--- src/rtl/dino_pkg.sv ---
// Shared types and constants for the dino game frame path.
// Provides the game/frame state encodings and default bus widths used by
// frame_sync_controller and its testbench.
package dino_pkg;

  // Default coordinate bus width and committed-frame counter width.
  localparam int unsigned COORD_W_DEFAULT = 32;
  localparam int unsigned FRAME_CNT_W     = 16;

  // Top-level game mode; encoding is visible on the game_state output.
  typedef enum logic [1:0] {
    IDLE = 2'd0,
    RUN  = 2'd1,
    OVER = 2'd2
  } game_state_e;

  // Per-frame handshake phase while the game is running.
  typedef enum logic {
    PEND  = 1'b0,
    READY = 1'b1
  } frame_state_e;

endpackage : dino_pkg

--- src/rtl/button_debouncer.sv ---
// Jump-button conditioner: 2-flop synchronizer, level debouncer, rising-edge
// detector.
// Ports:
//   clk        system clock
//   reset      synchronous, active-high
//   button_raw raw pushbutton level, asynchronous to clk
//   press_evt  registered one-cycle pulse on an accepted 0->1 level change
module button_debouncer #(
  parameter int unsigned DEBOUNCE_CYCLES = 1_000_000
) (
  input  logic clk,
  input  logic reset,
  input  logic button_raw,
  output logic press_evt
);

  localparam int unsigned CNT_W = (DEBOUNCE_CYCLES > 1) ? $clog2(DEBOUNCE_CYCLES) : 1;
  localparam logic [CNT_W-1:0] CNT_LAST = CNT_W'(DEBOUNCE_CYCLES - 1);

  logic             sync1_q, sync2_q;
  logic             stable_q, stable_d;
  logic             evt_q, evt_d;
  logic [CNT_W-1:0] cnt_q, cnt_d;

  // Accept the synchronized level once it has differed from the accepted
  // level for DEBOUNCE_CYCLES consecutive cycles; any agreement restarts.
  always_comb begin
    cnt_d    = '0;
    stable_d = stable_q;
    evt_d    = 1'b0;
    if (sync2_q != stable_q) begin
      if (cnt_q == CNT_LAST) begin
        stable_d = sync2_q;
        evt_d    = sync2_q;
      end else begin
        cnt_d = cnt_q + CNT_W'(1);
      end
    end
  end

  always_ff @(posedge clk) begin
    if (reset) begin
      sync1_q  <= 1'b0;
      sync2_q  <= 1'b0;
      stable_q <= 1'b0;
      evt_q    <= 1'b0;
      cnt_q    <= '0;
    end else begin
      sync1_q  <= button_raw;
      sync2_q  <= sync1_q;
      stable_q <= stable_d;
      evt_q    <= evt_d;
      cnt_q    <= cnt_d;
    end
  end

  assign press_evt = evt_q;

endmodule : button_debouncer

--- src/rtl/frame_sync_controller.sv ---
// Per-frame handshake between the game CPU and the VGA display path.
// Debounces the jump button, tells the CPU when it may compute the next
// frame, double-buffers CPU coordinates so the display only changes at
// vsync, and latches collisions into a game-over state.
// Ports:
//   clk, reset                 system clock, synchronous active-high reset
//   button_raw                 raw jump button
//   vsync_start                one-cycle pulse at start of vertical blank
//   collision_raw              pixel-level overlap from the VGA path
//   cpu_x/y, cpu_x/y_obs       CPU-written dino/obstacle coordinates
//   cpu_frame_done             one-cycle pulse, CPU finished this frame
//   button_press               debounced press, sticky until next commit
//   screen_ready               CPU may compute the next frame
//   collision_detected         sticky collision flag
//   disp_x/y, disp_x/y_obs     committed coordinates to VGA
//   game_state                 IDLE/RUN/OVER
//   frame_count                committed frames since last restart
//   overrun                    sticky, vsync arrived before cpu_frame_done
module frame_sync_controller
  import dino_pkg::*;
#(
  parameter int unsigned COORD_W         = COORD_W_DEFAULT,
  parameter int unsigned DEBOUNCE_CYCLES = 1_000_000,
  parameter int unsigned DINO_X0         = 100,
  parameter int unsigned DINO_Y0         = 400,
  parameter int unsigned OBS_X0          = 640,
  parameter int unsigned OBS_Y0          = 400
) (
  input  logic                   clk,
  input  logic                   reset,
  input  logic                   button_raw,
  input  logic                   vsync_start,
  input  logic                   collision_raw,
  input  logic [COORD_W-1:0]     cpu_x,
  input  logic [COORD_W-1:0]     cpu_y,
  input  logic [COORD_W-1:0]     cpu_x_obs,
  input  logic [COORD_W-1:0]     cpu_y_obs,
  input  logic                   cpu_frame_done,
  output logic                   button_press,
  output logic                   screen_ready,
  output logic                   collision_detected,
  output logic [COORD_W-1:0]     disp_x,
  output logic [COORD_W-1:0]     disp_y,
  output logic [COORD_W-1:0]     disp_x_obs,
  output logic [COORD_W-1:0]     disp_y_obs,
  output logic [1:0]             game_state,
  output logic [FRAME_CNT_W-1:0] frame_count,
  output logic                   overrun
);

  localparam logic [COORD_W-1:0] DINO_X_INIT = COORD_W'(DINO_X0);
  localparam logic [COORD_W-1:0] DINO_Y_INIT = COORD_W'(DINO_Y0);
  localparam logic [COORD_W-1:0] OBS_X_INIT  = COORD_W'(OBS_X0);
  localparam logic [COORD_W-1:0] OBS_Y_INIT  = COORD_W'(OBS_Y0);

  logic press_evt;

  game_state_e            game_q;
  frame_state_e           frame_q;
  logic                   ready_q;
  logic                   press_q;
  logic                   coll_q;
  logic                   overrun_q;
  logic [FRAME_CNT_W-1:0] count_q;
  logic [COORD_W-1:0]     disp_x_q, disp_y_q, disp_xo_q, disp_yo_q;
  logic [COORD_W-1:0]     shad_x_q, shad_y_q, shad_xo_q, shad_yo_q;

  button_debouncer #(
    .DEBOUNCE_CYCLES (DEBOUNCE_CYCLES)
  ) u_button_debouncer (
    .clk        (clk),
    .reset      (reset),
    .button_raw (button_raw),
    .press_evt  (press_evt)
  );

  // Game and frame sequencing; later assignments in the block take priority.
  always_ff @(posedge clk) begin
    if (reset) begin
      game_q    <= IDLE;
      frame_q   <= PEND;
      ready_q   <= 1'b0;
      press_q   <= 1'b0;
      coll_q    <= 1'b0;
      overrun_q <= 1'b0;
      count_q   <= '0;
      disp_x_q  <= DINO_X_INIT;
      disp_y_q  <= DINO_Y_INIT;
      disp_xo_q <= OBS_X_INIT;
      disp_yo_q <= OBS_Y_INIT;
      shad_x_q  <= '0;
      shad_y_q  <= '0;
      shad_xo_q <= '0;
      shad_yo_q <= '0;
    end else begin
      unique case (game_q)
        IDLE: begin
          ready_q <= 1'b0;
          if (press_evt) begin
            game_q  <= RUN;
            frame_q <= PEND;
            ready_q <= 1'b1;
          end
        end

        RUN: begin
          if (collision_raw) begin
            coll_q <= 1'b1;
          end
          unique case (frame_q)
            PEND: begin
              ready_q <= 1'b1;
              if (vsync_start && cpu_frame_done) begin
                // CPU finished exactly at vsync: bypass the shadow.
                disp_x_q  <= cpu_x;
                disp_y_q  <= cpu_y;
                disp_xo_q <= cpu_x_obs;
                disp_yo_q <= cpu_y_obs;
                count_q   <= count_q + FRAME_CNT_W'(1);
                press_q   <= 1'b0;
              end else if (cpu_frame_done) begin
                shad_x_q  <= cpu_x;
                shad_y_q  <= cpu_y;
                shad_xo_q <= cpu_x_obs;
                shad_yo_q <= cpu_y_obs;
                frame_q   <= READY;
                ready_q   <= 1'b0;
              end else if (vsync_start) begin
                overrun_q <= 1'b1;
              end
            end
            READY: begin
              ready_q <= 1'b0;
              if (vsync_start) begin
                disp_x_q  <= shad_x_q;
                disp_y_q  <= shad_y_q;
                disp_xo_q <= shad_xo_q;
                disp_yo_q <= shad_yo_q;
                count_q   <= count_q + FRAME_CNT_W'(1);
                press_q   <= 1'b0;
                frame_q   <= PEND;
                ready_q   <= 1'b1;
              end
            end
          endcase
          // Game over only at vsync, so the colliding frame is fully shown.
          if (vsync_start && coll_q) begin
            game_q  <= OVER;
            ready_q <= 1'b0;
          end
        end

        OVER: begin
          ready_q <= 1'b0;
          if (press_evt) begin
            game_q    <= IDLE;
            frame_q   <= PEND;
            coll_q    <= 1'b0;
            overrun_q <= 1'b0;
            count_q   <= '0;
            press_q   <= 1'b0;
            disp_x_q  <= DINO_X_INIT;
            disp_y_q  <= DINO_Y_INIT;
            disp_xo_q <= OBS_X_INIT;
            disp_yo_q <= OBS_Y_INIT;
          end
        end

        default: begin
          game_q  <= IDLE;
          ready_q <= 1'b0;
        end
      endcase

      // A press in any state sets the sticky flag, overriding any clear.
      if (press_evt) begin
        press_q <= 1'b1;
      end
    end
  end

  assign button_press       = press_q;
  assign screen_ready       = ready_q;
  assign collision_detected = coll_q;
  assign disp_x             = disp_x_q;
  assign disp_y             = disp_y_q;
  assign disp_x_obs         = disp_xo_q;
  assign disp_y_obs         = disp_yo_q;
  assign game_state         = game_q;
  assign frame_count        = count_q;
  assign overrun            = overrun_q;

endmodule : frame_sync_controller

--- config.mk ---
export PLATFORM = sky130hd
export DESIGN_NAME = frame_sync_controller
export DESIGN_NICKNAME = d
export VERILOG_FILES = /design/src/rtl/dino_pkg.sv /design/src/rtl/button_debouncer.sv /design/src/rtl/frame_sync_controller.sv
export SDC_FILE = /design/constraint.sdc
export NUM_CORES = 1
export LEC_CHECK = 0
export CAP_MARGIN = 20
export CORE_UTILIZATION = 50
export CTS_CLUSTER_SIZE = 25
export DETAILED_ROUTE_END_ITERATION = 10
export PLACE_DENSITY = 0.8
export SYNTH_ARGS = -nofsm -noshare
export SYNTH_HDL_FRONTEND = slang
export SYNTH_SLANG_ARGS = --single-unit
--- constraint.sdc ---
create_clock -name clk -period 2.4 [get_ports clk]
set_clock_uncertainty 0.2 [all_clocks]
set_input_delay 0.6 -clock clk [delete_from_list [all_inputs] [get_ports clk]]
set_output_delay 0.6 -clock clk [all_outputs]
set_load 0.03 [all_outputs]
==> results.cfg <==
[run_status]
status = completed

[logic_synthesis]
yosysTopAreaCellShare_pct = 49.1
yosysTopAreaCell = dfxtp_1
synthFlopType = dfxtp_1
avgSynthCellArea_um2 = 8.61
synth_edf_count = 0
synth_area_leaders = dfxtp_1, nand2_1, a21oi_1, mux2i_1, a211oi_1
yosysSeqAreaShare_pct = 49.1
netlist_area_um2 = 12400
ys_ff_latch = 303
synth.net_count = 1572
synthCells = 1436
postSynth.asyncResetShare_pct = 0
ys_types = 49
yosys_warnings = 0

[clock_tree]
cts_setup_buffers = 0
cts_buffer_depth = 3
numCtsBuffers = 31
clock_latency_ns = 0.55
h-tree-depth = 1
clock-sinks = 303
clk_pin_slew_ns = 0.06
cts_root_buffer = clkbuf_16
cts_tree = done
cts_hold_buf = 0

[pwr]
powerDensity_nw_per_um2 = 599
ir_drop_uv = 508
power.total_w = 0.0100
power.leakage_nw = 6.56

[critical_path]
critPathLaunchType = flip-flop
critical_path.top_delay_family = buffers and inverters
path_cells = clkdlybuf4s50_1
path_class = flip-flop to output pin
path_buf_inv = 1
cp_max_fo = 2
crit_arrival_ns = 1.57
required_ns = 1.60
slowest_stage = clkdlybuf4s50_1
cpPeakStageDelay_ns = 0.68
endpoint_kind = output pin

[global_routing]
grt_overflow = 0
grt_pass1_wl_mm = 54.4
antenna_found_initial = 2
grt_pass1_vias = 10800
grt_max_degree = 78
gr-usage-all-layers_pct = 25.9

[final_layout]
mostFrequentLayoutCells = nand2_1, dfxtp_1, a21oi_1
fin_nets = 1825
syn_to_final_growth_pct = 35.3
post-route-util_pct = 69.0
final_common_cell = nand2_1
drive_gt1_share_pct = 8.66
instances_no_fill = 2035
nFillCells = 1862
fin_area_um2 = 16700

[place]
io_buffers = 283
placed_area_um2 = 15700
placed_cells = 1980
place_hpwl_mm = 22.2
gp_congestion = 0.836

[floorplan]
ioPinCount = 284
die_h_um = 159
die_area_um2 = 25300
die_x_um = 159
row_count = 57
start_util_pct = 51.0
core-area_um2 = 24200

[routing]
drt_iter0_drc = 749
vias = 11100
drt-wirelength-per-cell_um = 16.5
dr.pass1.iters = 5
wl_mm = 33.7
drcViolationCount = 0
ant_nets = 0
vias_per_cell = 5.47

[timing]
fmax_mhz = 422
hold_viol = 0
slew_headroom_pct = 31.9
fin_crit_sh_pct = 98.7
finalSetupTns_ns = 0
setup_viol = 0
tightest_slew_ns = 1.02
slew_viol_final = 0
period_needed_ns = 2.37

[min_path]
min_path_type = primary input to flip-flop

[run]
cap_violations = 0
[path summary, 6_finish.rpt]
kind                                          from  cells past startpoint  slack [ns]                                     to
max reg2reg             game_state[1]$_SDFFE_PP0P_                      5        0.18                 disp_x[2]$_SDFFE_PP1P_
min reg2reg  u_button_debouncer.sync1_q$_SDFF_PP0_                      1        0.24  u_button_debouncer.sync2_q$_SDFF_PP0_
max                         disp_y[2]$_SDFFE_PP0P_                      1        0.03                              disp_y[2]
min                                          reset                      2        0.16              button_press$_SDFFE_PP0P_
[power breakdown]
group          internal [W]  switching (W)
logic              0.000271       0.000197
registers           0.00503     0.00000365
clock network       0.00260        0.00191
total               0.00790        0.00211
[metrics by stage]
step / setup WS [ns] / hold slack, ns
3_3_place_gp: -0.204 / 0.227
3_5_place_dp: -0.256 / 0.228
4_1_cts: 0.00112 / 0.147
5_1_grt: -0.00487 / 0.171
2_1_floorplan: 0.372 / 0.214
6_report: 0.0320 / 0.164
[cells by family after synthesis]
kind of cell	Yosys count	synth area share, %
AND/OR/NAND/NOR	551	19.1
AO/OA/AOI/OAI	315	15.3
flip-flops	303	49.1
buffers and inverters	129	5.11
multiplexers	120	10.1
XOR/XNOR	16	1.13
adder cells (fa/ha/maj)	2	0.202
[sequential cells by signal (all words and copies together), names as in the netlist, 2 cells and up]
signal                    cells
shad_xo_q                    32
disp_x                       32
disp_y_obs                   32
shad_yo_q                    32
frame_count                  16
shad_y_q                     32
disp_y                       32
disp_x_obs                   32
shad_x_q                     32
u_button_debouncer.cnt_q     20
game_state                    2
[cell usage after synthesis (11+ instances only)]
library cell / count
nand2_1: 306
dfxtp_1: 303
a21oi_1: 184
nor2_1: 119
mux2i_1: 86
a211oi_1: 83
clkbuf_1: 56
nand3_1: 47
buf_2: 46
mux2_2: 34
o21ai_0: 17
nor2b_1: 16
nand4_1: 15
a2111oi_0: 11
inv_1: 11
xnor2_1: 11
[final cells by class]
type | instances | area, µm² | share of cell area, %
sequential | 303 | 6070 | 36.3
clock buffer | 46 | 912 | 5.45
tap | 324 | 405 | 2.42
clock inverter | 7 | 45.0 | 0.269
antenna | 2 | 5.00 | 0.0299
inverter | 11 | 41.3 | 0.247
multi-input combinational | 1004 | 5690 | 34.0
timing repair buffer | 338 | 3560 | 21.3
[metal layers]
layer	GRT usage [%]	routed length, µm	part of all wire, %
met5	0	0	0
met4	9.75	1090	3.2
met3	5.03	2160	6.4
met2	44.0	16200	48
met1	32.5	14200	42
[what timing repair did]
item | 4_1_cts | 5_1_grt
resized for setup | 70 | 55
hold endpoints to repair | 0 | 0
setup endpoints to repair | 70 | 55
Power figures use the tool's default switching activity.
